[src/rtl/mt_bus_pkg.sv]
// Shared types and constants for the Mersenne-Twister bus initiator.
// The FSM state encoding and the default register map of the PRNG slave.
package mt_bus_pkg;

  typedef enum logic [2:0] {
    IDLE,
    SEED,
    READ,
    DONE,
    ERR
  } state_e;

  localparam logic [31:0] DEF_SEED_ADDR = 32'h0000_0004;
  localparam logic [31:0] DEF_RV_ADDR   = 32'h0000_0000;
  localparam logic [3:0]  STROBE_ALL    = 4'hF;

endpackage

[src/rtl/mt_rv_fifo.sv]
// Result FIFO: DEPTH x DATA_W, registered occupancy, no fall-through.
// A pop on empty is ignored; a push on full is accepted only with a same-cycle pop.
module mt_rv_fifo #(
  parameter int DEPTH  = 4,
  parameter int DATA_W = 32
) (
  input  logic                       clk,
  input  logic                       rst,
  input  logic                       push,
  input  logic [DATA_W-1:0]          push_data,
  input  logic                       pop,
  output logic [DATA_W-1:0]          pop_data,
  output logic                       full,
  output logic                       empty,
  output logic [$clog2(DEPTH):0]     count
);

  localparam int PTR_W = $clog2(DEPTH);

  logic [DATA_W-1:0] mem [DEPTH];
  logic [PTR_W-1:0]  wr_ptr;
  logic [PTR_W-1:0]  rd_ptr;
  logic              do_push;
  logic              do_pop;

  assign empty    = (count == '0);
  assign full     = (count == (PTR_W+1)'(DEPTH));
  assign do_pop   = pop && !empty;
  assign do_push  = push && (!full || do_pop);
  assign pop_data = mem[rd_ptr];

  // NOTE: sequential state uses non-blocking assignments so every flop samples pre-edge values.
  always_ff @(posedge clk or posedge rst) begin
    if (rst) begin
      wr_ptr <= '0;
      rd_ptr <= '0;
      count  <= '0;
    end else begin
      if (do_push) wr_ptr <= wr_ptr + PTR_W'(1);
      if (do_pop)  rd_ptr <= rd_ptr + PTR_W'(1);
      case ({do_push, do_pop})
        2'b10:   count <= count + (PTR_W+1)'(1);
        2'b01:   count <= count - (PTR_W+1)'(1);
        default: count <= count;
      endcase
    end
  end

  // NOTE: storage is deliberately not reset; the pointers/count alone decide what is valid.
  always_ff @(posedge clk) begin
    if (do_push) mem[wr_ptr] <= push_data;
  end

endmodule

[src/rtl/mt_bus_initiator.sv]
// Bus initiator for the MT PRNG slave: optional seed write, then a counted burst of
// reads streamed out through a small FIFO. All bus outputs are registered.
module mt_bus_initiator
  import mt_bus_pkg::*;
#(
  parameter int                DEPTH     = 4,
  parameter int                CNT_W     = 16,
  parameter int                ADDR_W    = 32,
  parameter int                DATA_W    = 32,
  parameter logic [ADDR_W-1:0] SEED_ADDR = ADDR_W'(DEF_SEED_ADDR),
  parameter logic [ADDR_W-1:0] RV_ADDR   = ADDR_W'(DEF_RV_ADDR)
) (
  input  logic                clk,
  input  logic                rst,
  input  logic                start,
  input  logic                seed_en,
  input  logic [DATA_W-1:0]   seed,
  input  logic [CNT_W-1:0]    count,
  output logic                busy,
  output logic                done,
  output logic                err,
  output logic                out_valid,
  input  logic                out_ready,
  output logic [DATA_W-1:0]   out_data,
  output logic                bus_wen,
  output logic                bus_ren,
  output logic [ADDR_W-1:0]   bus_addr,
  output logic [DATA_W-1:0]   bus_wdata,
  output logic [DATA_W/8-1:0] bus_strobe,
  input  logic [DATA_W-1:0]   bus_rdata,
  input  logic                bus_error
);

  localparam int OCC_W = $clog2(DEPTH) + 1;

  state_e            state, state_n;
  logic [CNT_W-1:0]  remaining, remaining_n;
  logic              wen_n, ren_n, err_n;
  logic [ADDR_W-1:0] addr_n;
  logic [DATA_W-1:0] wdata_n;

  logic              fifo_push, fifo_pop, fifo_full, fifo_empty;
  logic [OCC_W-1:0]  fifo_cnt, occ_after;
  logic              room_next;

  assign bus_strobe = {(DATA_W/8){1'b1}};
  assign busy       = (state != IDLE);
  assign out_valid  = !fifo_empty;
  assign fifo_pop   = out_valid && out_ready;
  assign fifo_push  = (state == READ) && bus_ren && !bus_error;

  // Occupancy after this edge decides whether the next cycle may carry a read,
  // so a registered ren can never push into a full FIFO.
  assign occ_after = fifo_cnt + OCC_W'(fifo_push) - OCC_W'(fifo_pop);
  assign room_next = (occ_after < OCC_W'(DEPTH));

  mt_rv_fifo #(.DEPTH(DEPTH), .DATA_W(DATA_W)) u_fifo (
    .clk       (clk),
    .rst       (rst),
    .push      (fifo_push),
    .push_data (bus_rdata),
    .pop       (fifo_pop),
    .pop_data  (out_data),
    .full      (fifo_full),
    .empty     (fifo_empty),
    .count     (fifo_cnt)
  );

  // NOTE: every always_comb output gets a default first, so no path can infer a latch.
  always_comb begin
    state_n     = state;
    remaining_n = remaining;
    wen_n       = 1'b0;
    ren_n       = 1'b0;
    err_n       = err;
    addr_n      = bus_addr;
    wdata_n     = bus_wdata;
    case (state)
      IDLE: begin
        if (start) begin
          remaining_n = count;
          err_n       = 1'b0;
          if (seed_en) begin
            state_n = SEED;
            wen_n   = 1'b1;
            addr_n  = SEED_ADDR;
            wdata_n = seed;
          end else if (count != '0) begin
            state_n = READ;
            ren_n   = room_next;
            addr_n  = RV_ADDR;
          end else begin
            state_n = DONE;
          end
        end
      end
      SEED: begin
        if (bus_error) begin
          state_n = ERR;
          err_n   = 1'b1;
        end else if (remaining != '0) begin
          state_n = READ;
          ren_n   = room_next;
          addr_n  = RV_ADDR;
        end else begin
          state_n = DONE;
        end
      end
      READ: begin
        if (bus_ren && bus_error) begin
          state_n = ERR;
          err_n   = 1'b1;
        end else if (bus_ren) begin
          remaining_n = remaining - CNT_W'(1);
          if (remaining == CNT_W'(1)) state_n = DONE;
          else                        ren_n   = room_next;
        end else begin
          ren_n = room_next;
        end
      end
      DONE:    state_n = IDLE;
      ERR:     state_n = IDLE;
      default: state_n = IDLE;
    endcase
  end

  always_ff @(posedge clk or posedge rst) begin
    if (rst) begin
      state     <= IDLE;
      remaining <= '0;
      bus_wen   <= 1'b0;
      bus_ren   <= 1'b0;
      bus_addr  <= '0;
      bus_wdata <= '0;
      err       <= 1'b0;
      done      <= 1'b0;
    end else begin
      state     <= state_n;
      remaining <= remaining_n;
      bus_wen   <= wen_n;
      bus_ren   <= ren_n;
      bus_addr  <= addr_n;
      bus_wdata <= wdata_n;
      err       <= err_n;
      done      <= (state == DONE) || (state == ERR);
    end
  end

endmodule

[config.mk]
export PLATFORM = sky130hd
export DESIGN_NAME = mt_bus_initiator
export DESIGN_NICKNAME = d
export VERILOG_FILES = /design/src/rtl/mt_bus_pkg.sv /design/src/rtl/mt_rv_fifo.sv /design/src/rtl/mt_bus_initiator.sv
export SDC_FILE = /design/constraint.sdc
export NUM_CORES = 1
export LEC_CHECK = 0
export BUFFER_PORTS_ARGS = -buffer_cell sky130_fd_sc_hd__buf_2
export CORE_ASPECT_RATIO = 2
export CORE_UTILIZATION = 48
export DETAILED_ROUTE_END_ITERATION = 16
export MAX_ROUTING_LAYER = met4
export PLACE_DENSITY_LB_ADDON = 0.08
export SYNTH_ARGS = -nofsm -noshare
export SYNTH_HDL_FRONTEND = slang
export SYNTH_HIERARCHICAL = 1
export SYNTH_SLANG_ARGS = --single-unit
[constraint.sdc]
create_clock -name clk -period 3.2 [get_ports clk]
set_input_delay 0.8 -clock clk [delete_from_list [all_inputs] [get_ports clk]]
set_output_delay 0.8 -clock clk [all_outputs]
set_load 0.02 [all_outputs]
# Word level (Yosys, flattened, before mapping)
# Memories as Yosys holds them, arrays and structs flattened.
# Cells that the tools add are included.
[word_totals]
ff_bits = 94
in_bits = 86
ram_bits = 128
mem_count = 1
out_inout_bits = 106
wordCells = 101
[memory_table]
columns = ["memory", "depth", "word_bits", "read_ports", "rd_ports_with_merged_regs", "write_ports", "line", "rtl"]
rows = [
  ["u_fifo.mem", 4, 32, 1, 0, 1, "mt_rv_fifo.sv:20", "logic [DATA_W-1:0] mem [DEPTH];"],
]
[op_classes]
n_eq_ne = 18
n_lt_le_gt_ge = 1
reduce_logical = 25
add_sub_neg = 7
n_mux = 38
[ops]
columns = ["operator", "count"]
rows = [
  ["two-way mux 32 bit", 5],
  ["case mux 32 bit (2 select lines)", 1],
  ["two-way mux 16 bit", 3],
  ["case mux 16 bit (2 select lines)", 1],
  ["nonzero test 16 bit", 2],
  ["two-way mux 1 bit", 18],
  ["== test 16 x 1 -> 1 bit, second input constant", 1],
  ["subtractor 16 x 1 -> 16 bit, second input constant", 1],
  ["two-way mux 3 bit", 5],
  ["inequality test 2 bit, second input constant", 6],
  ["case mux 3 bit (3 select lines)", 1],
  ["AND reduction 4 bit", 2],
  ["== test 3 x 2 -> 1 bit, second input constant", 2],
  ["== test 3 bit, second input constant", 2],
  ["logical AND 1 bit", 6],
  ["logical NOT 3 bit", 2],
  ["case mux 1 bit (3 select lines)", 2],
  ["case mux 3 bit (2 select lines)", 1],
  ["AND reduction 3 bit", 2],
  ["nonzero test 2 bit", 3],
  ["nonzero test 3 bit", 2],
  ["AND reduction 5 bit", 1],
  ["adder 2 x 1 -> 2 bit, second input constant", 2],
  ["adder 3 x 1 -> 3 bit", 1],
  ["14 further kinds", 17],
]

# Depth between registers and ports, before layout
# Gate-level depths: netlist of run 1.
[logic_depth]
ltp_word = 10
mapped_depth = 10
ltp_nobuf = 9

# Modules after synthesis
# The synthesis of run 1 kept the hierarchy.
[modules_own_cells]
columns = ["module", "seq_area_each_um2", "area_each_um2", "n_inst", "cells_each"]
rows = [
  ["mt_rv_fifo", 4018.9, 5133.7, 1, 225],
  ["mt_bus_initiator", 1401.3, 3069.2, 1, 300],
]

# Worst setup path before layout of run 1
# Ideal clock, no wire load.
[synth_timing]
path_type = "in2reg"
start = "input port bus_error"
end = "register u_fifo.count[2]"
path_buffers = 1
t_required_ns = 3.066
path_stages = 9
slack_ns = 0.774
setup_time_ns = 0.134
t_arrival_ns = 2.292
cell_sequence = "and3b_1 > and2_1 > buf_2 > nor2b_1 > nand2_1 > fa_1 > nor2b_1 > a221o_1 > o211ai_1"
[synth_between]
elab_chain_cells = 5
elab_cells_between_ends = 7
cone_classes = "eq/ne: 2; mux: 1; reduce/logical: 4"
[synth_lines]
columns = ["element", "line", "rtl"]
rows = [
  ["start: declaration", "mt_bus_initiator.sv:31", "input logic bus_error"],
  ["logical NOT 1 bit (*)", "mt_bus_initiator.sv:50", "assign fifo_push = (state == READ) && bus_ren && !bus_error;"],
  ["logical AND 1 bit (*)", "mt_bus_initiator.sv:50", ""],
  ["via fifo_push", "mt_bus_initiator.sv:42", "logic fifo_push, fifo_pop, fifo_full, fifo_empty;"],
  ["logical AND 1 bit (*)", "mt_rv_fifo.sv:29", "assign do_push = push && (!full || do_pop);"],
  ["== test 2 x 1 -> 1 bit / == test 2 bit (equally long branches)", "mt_rv_fifo.sv:41", "case ({do_push, do_pop})"],
  ["case mux 3 bit (2 select lines) / nonzero test 2 bit (equally long branches)", "--", ""],
  ["end signal: assignment", "mt_rv_fifo.sv:42", "2'b10: count <= count + (PTR_W+1)'(1);"],
  ["end signal: assignment", "mt_rv_fifo.sv:43", "2'b01: count <= count - (PTR_W+1)'(1);"],
  ["end signal: assignment", "mt_rv_fifo.sv:44", "default: count <= count;"],
  ["end: declaration", "mt_rv_fifo.sv:15", "output logic [$clog2(DEPTH):0] count"],
]
# The timed path passes the listed nets; every way through them passes the cells marked *.
# A chain may end at the register's enable or synchronous reset.

# Final worst setup path of run 1
[layout_timing]
start = "register u_fifo.rd_ptr[0]"
end = "output port out_data[24]"
[layout_between]
elab_chain_cells = 1
[layout_lines]
columns = ["element", "line", "rtl"]
rows = [
  ["start: declaration", "mt_rv_fifo.sv:22", "logic [PTR_W-1:0] rd_ptr;"],
  ["start signal: assignment", "mt_rv_fifo.sv:40", "if (do_pop) rd_ptr <= rd_ptr + PTR_W'(1);"],
  ["memory read (4 x 32 bit)", "--", ""],
  ["end: declaration", "mt_bus_initiator.sv:24", "output logic [DATA_W-1:0] out_data,"],
]
# Every way passes these cells.

==> results of run 1 <==
-- worst reg2reg max path, delay by kind of cell, from the launching register on --
family                     cells  cell delay, ns
DFF                            1            0.50
adders and majority gates      1            0.43
and+or+nand+nor                5            1.08
AOI/OAI and AO/OA              2            0.27
-- metal layers --
metal / share of wire / vias up / global-route usage
li1: - / 2237 / -
met1: 0.35 / 2443 / 0.207
met2: 0.58 / 139 / 0.368
met3: 0.041 / 26 / 0.0366
met4: 0.022 / 0 / 0.0799
met5: 0 / - / -
-- worst min path at each step --
stage | startpoint | to | slack, ns | cells past startpoint
after global placement | err | err | 0.46 | 1
final | rst | u_fifo/count[2] | 0.33 | 2
after global routing | rst | u_fifo/count[2] | 0.35 | 2
after CTS | rst | u_fifo/count[2] | 0.33 | 2
after detailed placement | err | err | 0.47 | 1
after floorplan | remaining[7] | remaining[7] | 0.49 | 2
-- report_power, final --
part           internal, W  switching [W]  total [W]  leakage (nW)
clock network      0.00110       0.000960    0.00206         0.287
logic              0.00130        0.00177    0.00307          1.71
registers          0.00305       0.000330    0.00338          1.90
-- cell type report --
class | count | area [µm²] | share of cell area
tap | 207 | 259 | 0.0267
timing repair buffer | 167 | 938 | 0.0966
antenna | 1 | 2.50 | 0.000257
sequential | 191 | 5420 | 0.558
inverter | 24 | 90.1 | 0.00927
multi-input combinational | 285 | 2440 | 0.251
clock buffer | 17 | 425 | 0.0438
clock inverter | 15 | 144 | 0.0148
-- state kept, by name (all words and copies together) (netlist names) --
signal,count
bus_addr,1
bus_ren,1
bus_wdata,32
bus_wen,1
done,1
err,1
remaining,16
state,3
u_fifo/count,3
u_fifo/mem,128
u_fifo/rd_ptr,2
u_fifo/wr_ptr,2
-- through the flow --
step	utilization	area, µm²	total power [W]	cells
final	0.580	9720	0.00851	907
after global routing	0.580	9720	0.00897	907
after CTS	0.579	9720	0.00862	906
after detailed placement	0.546	9150	0.00654	874
after global placement	0.546	9150	0.00645	874
after floorplan	-	8320	0.00564	557
==> metrics.txt, run 1 <==
first-pass GRT wire length between 20000 and 30000 µm; num ports ~190; Yosys warnings 6; commonest non-fill, non-tap cell in the layout buf_2; Max-slew headroom 0.480; HP Class in -> async; TritonCTS Buffers 17; RSZ-0062 raised after global routing no; die span in y between 150 and 200 µm; most frequent cells in the layout buf_2 (156), edfxtp_1 (128), dfrtp_1 (62), conb_1 (35); Critical Path RT approximately 2.4 ns; Worst Setup SP u_fifo/rd_ptr[0]; Setup Skew approximately 0.013 ns; total grt overflow 0; fin. max-slew vios 0; R2R depth 8; nets about 780; crit end category primary output; Crit path buffers/inverters 2; slowest stage delay, CP approximately 0.58 ns; hold buffers post-CTS 0; Max-Cap Viols 0; f_max roughly 370 MHz; worst slew pin tran a little under 0.8 ns; Critical R2R Capture u_fifo/count[2]; VDD IR max 417 µV; CTS H-Tree Depth 4; fraction of layout cells with a size suffix above 1 0.402; CTS root buf clkbuf_16; post-route worst setup slack between 0.4 and 0.5 ns; DR pass1 iterations 4; Crit Path Max Fanout 32; number of cells on the critical path 3; status finished clean; post-synthesis cell count between 500 and 600; vias in the first global route approximately 5100; FP Rows 67; Crit path max-delay family multiplexers; Reg clk slew, reported paths about 0.080 ns; worst reg-to-reg setup slack about 0.80 ns; dpl ws approximately 0.44 ns; clk sinks 191; Final ANT Viol Nets 0; Critical Path AT 1.90 ns; Static Leak 3.90 nW; crit path cell chain buf_12, mux4_2, buf_2; port bufs about 160; crit path max-delay cell type mux4_2; Final Hold Viols 0; post-cts gate resize count 0; type of the worst setup path reg -> out; CTS tree done; Syn-to-layout area delta 18.5%; Filler cells ~1400; Avg Cell Area, Syn between 15 and 20 µm²; die area about 18000 µm²; routed length per placed instance 18.0 µm; minimum clock period 2.70 ns; Fin Hold WS 0.327 ns; crit path launch type flop; power density over the cells a little under 900 nW/µm²; Die Wd approximately 94 µm; Starting Density 0.489; Setup Total Neg Slack 0 ns; Cell Area, Synth ~8000 µm²; maximum clock path buffer count 2; crit share post-route 0.845; DRC errors left 0; GPL Wtd Cong 0.791; Skew-Pair Late Insertion Delay roughly 0.42 ns; post-DP HPWL roughly 11000 µm; Starting DRT DRC Count between 200 and 250; initial antenna violation count 1; Vias per Instance 5.34; total track usage 0.202; setup bufs post-CTS 0; Final setup viols 0; largest net degree at the start of global routing 34; Vias between 4000 and 5000; Core Box Area approximately 17000 µm²; final wirelength about 16000 µm; r2r startpoint state[1]; crit path to out_data[24]
(Power assumes the default switching activity.)
==> inputs of run 2 (changes only) <==
Clock period 3.2 ns to 2.4 ns, I/O delays scaled along.
==> metrics.txt, run 2 (same netlist as run 1, synthesis figures left out) <==
status complete, but fails checks; failing checks setup timing; num ports between 150 and 200; fin. max-slew vios 0; crit path to out_data[11]; GPL Wtd Cong slightly above 0.8; post-placement cell count 886; post-DP HPWL about 12000 µm; post-route worst setup slack -0.00955 ns; Critical R2R Capture u_fifo/count[1]; Vias around 4900; crit end category primary output; Worst Setup SP u_fifo/rd_ptr[0]; Starting Density 0.489; RSZ-0062 raised after global routing yes; maximum clock path buffer count 2; Setup Total Neg Slack -0.0121 ns; Util after Layout 0.605; fin cells about 930; Die Wd 94.4 µm; Reg with most FFs u_fifo/mem; biggest regs u_fifo/mem (128), bus_wdata (32), remaining (16); total grt overflow 0; DR pass1 iterations 5; Critical Path AT ~1.8 ns; total track usage 0.205; initial antenna violation count 1; HP Class in -> async; die span in y 187 µm; first-pass GRT wire length 26100 µm; Crit Path Max Fanout 8; CTS root buf clkbuf_16; vias in the first global route 5187; port bufs approximately 160; Fin Hold WS about 0.12 ns; final wirelength around 16000 µm; nets 801; most frequent cells in the layout buf_2 (130), edfxtp_1 (128), dfrtp_1 (61), conb_1 (35); worst reg-to-reg setup slack 0.18 ns; Skew-Pair Late Insertion Delay about 0.43 ns; Max-Cap Viols 0; power density over the cells 1200 nW/µm²; DRC errors left 0; Syn-to-layout area delta 23.8%; largest net degree at the start of global routing 34; FP Rows 67; TritonCTS Buffers 17; fraction of layout cells with a size suffix above 1 0.422; CTS tree done; commonest non-fill, non-tap cell in the layout buf_2; Final ANT Viol Nets 0; f_max 415 MHz; Setup Skew ~0.011 ns; routed length per placed instance roughly 18 µm; minimum clock period 2.41 ns; VDD IR max approximately 740 µV; Vias per Instance about 5.3; type of the worst setup path reg -> out; Starting DRT DRC Count ~210; crit share post-route 1.00; die area roughly 18000 µm²; Final setup viols 3; Core Box Area approximately 17000 µm²; max reg flops between 100 and 150; CTS H-Tree Depth 4; Final Power 0.0122 W; crit path launch type flop; R2R depth 7; clk sinks 191; r2r startpoint u_fifo/count[0]; Static Leak 4.09 nW; Final Hold Viols 0; Critical Path RT between 1.5 and 2 ns; Reg clk slew, reported paths ~0.07 ns
run 2: changes by cell type in the layout (fill, tap and decap cells not counted), moves of 3 or more:
cell / delta
clkinvlp_4: +3
buf_4: +12
buf_2: -26
inv_6: -5
buf_6: +29
buf_12: +3
run 2: final cells by class:
class	count	area (µm²)
Fill cell	1330	6620
Inverter	24	90.1
Timing Repair Buffer	186	1320
Multi-Input combinational cell	285	2440
Clock buffer	17	425
Sequential cell	191	5420
Clock inverter	15	194
Tap cell	207	259
Antenna cell	1	2.50
run 2: timing repair:
item | 4_1_cts | 5_1_grt
setup buffers | 6 | 0
endpoints found under the setup margin | 27 | 35
hold buffers | 0 | 0
gates resized for setup | 35 | 23
cloned | 2 | 0
run 2: how the worst min path moves through the flow:
stage | slack, ns | endpoint | start | depth (start not counted)
floorplan | 0.40 | u_fifo/count[0] | rst | 1
global placement | 0.47 | err | err | 1
detailed placement | 0.47 | err | err | 1
CTS | 0.10 | u_fifo/count[2] | rst | 2
global route | 0.13 | u_fifo/count[1] | rst | 2
finish | 0.12 | u_fifo/count[2] | rst | 2
run 2: per-layer routing:
| layer | up-vias | share of wire | GRT usage |
|---|---|---|---|
| met1 | 2493 | 0.34 | 0.196 |
| met3 | 18 | 0.042 | 0.0398 |
| met4 | 0 | 0.018 | 0.0740 |
| met2 | 138 | 0.60 | 0.388 |
| li1 | 2278 | - | - |
| met5 | - | 0 | - |
run 2: report_power, final:
part / internal [W] / switching, W
Combinational: 0.00230 / 0.00254
Clock: 0.00159 / 0.00131
Sequential: 0.00407 / 0.000390
run 2: metrics by stage:
stage / setup WS, ns / cell area [µm²]
2_1_floorplan: 0.174 / 8320
3_3_place_gp: 0.111 / 9250
3_5_place_dp: 0.0440 / 9250
4_1_cts: -0.0704 / 10100
5_1_grt: -0.0686 / 10200
6_report: -0.00955 / 10200
run 2: critical path, stage by stage, from the launching register on:
cell and delay (ns):
dfrtp_2 0.42, buf_6 0.12, buf_12 0.13, mux4_2 0.55, buf_6 0.16
==> inputs of run 3 (changes only) <==
Settings changed: CORE_ASPECT_RATIO 2 to 1.4, SETUP_SLACK_MARGIN from default to 0.02.
==> metrics.txt, run 3 (same netlist as run 1, synthesis figures left out) <==
post-DP HPWL 10500 µm; Max-Cap Viols 0; R2R depth 9; crit path launch type flop; Critical Path RT ~1.8 ns; fraction of layout cells with a size suffix above 1 0.419; DRC errors left 0; CTS tree done; worst reg-to-reg setup slack between 0.2 and 0.3 ns; DR pass1 iterations 5; minimum clock period 2.43 ns; Critical Path AT 1.83 ns; FP Rows 56; Syn-to-layout area delta 22.9%; Final ANT Viol Nets 0; vias in the first global route 5075; routed length per placed instance approximately 17 µm; Vias per Instance approximately 5.3; total grt overflow 0; num ports about 190; Filler cells around 1300; Final setup viols 16; largest net degree at the start of global routing 57; Crit Path Max Fanout 7; Setup Skew about 0.01 ns; Final Hold Viols 0; r2r startpoint u_fifo/count[2]; type of the worst setup path reg -> out; RSZ-0062 raised after global routing yes; crit path max-delay cell type mux4_2; Critical R2R Capture u_fifo/count[2]; Max-slew headroom 0.630; VDD IR max 648 µV; area of the multi-input gates roughly 2400 µm²; biggest regs u_fifo/mem (128), bus_wdata (32), remaining (16); total track usage 0.195; Starting Density 0.490; f_max 411 MHz; initial antenna violation count 2; port bufs between 150 and 200; nets 796; die area between 15000 and 20000 µm²; crit end category primary output; sequential cell area about 5400 µm²; crit path cell chain buf_4, buf_12, mux4_2, buf_6; Die Wd 112 µm; Static Leak between 4 and 5 nW; Starting DRT DRC Count 286; power density over the cells about 1200 nW/µm²; first-pass GRT wire length 25300 µm; Worst Setup SP u_fifo/rd_ptr[0]; most frequent cells in the layout buf_2 (133), edfxtp_1 (128), dfrtp_1 (60), conb_1 (35); commonest non-fill, non-tap cell in the layout buf_2; final wirelength roughly 16000 µm; post-route worst setup slack -0.0312 ns; crit share post-route 1.01; CTS H-Tree Depth 4; Setup Total Neg Slack -0.159 ns; Crit path buffers/inverters 3; Core Box Area approximately 17000 µm²; Util after Layout 0.602; TritonCTS Buffers 17; clk sinks between 150 and 200; HP Class in -> async; Crit path max-delay family multiplexers; Reg clk slew, reported paths around 0.070 ns; slowest stage delay, CP ~0.54 ns; CTS root buf clkbuf_16; failing checks setup timing; die span in y approximately 160 µm; maximum clock path buffer count 2; GPL Wtd Cong between 0.8 and 0.9; Reg with most FFs u_fifo/mem; Vias ~5000; fin. max-slew vios 0; fin cells slightly above 900; post-placement cell count a little under 900; status complete, but fails checks; hold buffers post-CTS 0; Skew-Pair Late Insertion Delay 0.43 ns; max reg flops ~130; worst slew pin tran roughly 0.56 ns; Final Power about 0.012 W
==> run 3: how the worst max path moves through the flow <==
stage | slack, ns | endpoint | cells past startpoint
6_report | -0.03 | out_data[8] | 4
3_3_place_gp | 0.14 | u_fifo/count[2] | 9
3_5_place_dp | 0.02 | u_fifo/count[2] | 9
4_1_cts | -0.07 | out_data[24] | 3
5_1_grt | -0.1 | out_data[8] | 4
2_1_floorplan | 0.17 | u_fifo/count[2] | 9
==> run 3: power breakdown <==
group          switching [W]  internal (W)  leakage [nW]
clock                0.00130       0.00148         0.277
combinational        0.00250       0.00222          1.86
sequential          0.000408       0.00407          1.89
==> run 3: final cells by class <==
type / instances / area share
repair buffers: 181 / 0.126
clock buffers: 17 / 0.0422
diodes: 2 / 0.000497
flip-flops and latches: 191 / 0.538
clock inverters: 15 / 0.0166
multi-input cells: 285 / 0.243
inverters: 24 / 0.00894
well taps: 203 / 0.0252
==> run 3: what timing repair did <==
action                                  4_1_cts  5_1_grt
pin swaps                                     0        0
buffers inserted                              3        2
gates cloned                                  3        0
gates resized for setup                      41       15
endpoints found under the setup margin       27       34
==> run 3: metal layers <==
layer	wire length, µm	GRT usage
met1	6260	0.220
met4	238	0.0686
met2	8670	0.342
met5	0	-
met3	702	0.0422
==> run 3: per-stage QoR <==
step	setup slack [ns]	instance area, µm²	hold slack, ns
after global placement	0.136	9220	0.463
final	-0.0312	10100	0.131
after CTS	-0.0746	10000	0.128
after floorplan	0.174	8320	0.403
after detailed placement	0.0169	9220	0.469
after global routing	-0.0955	10100	0.142
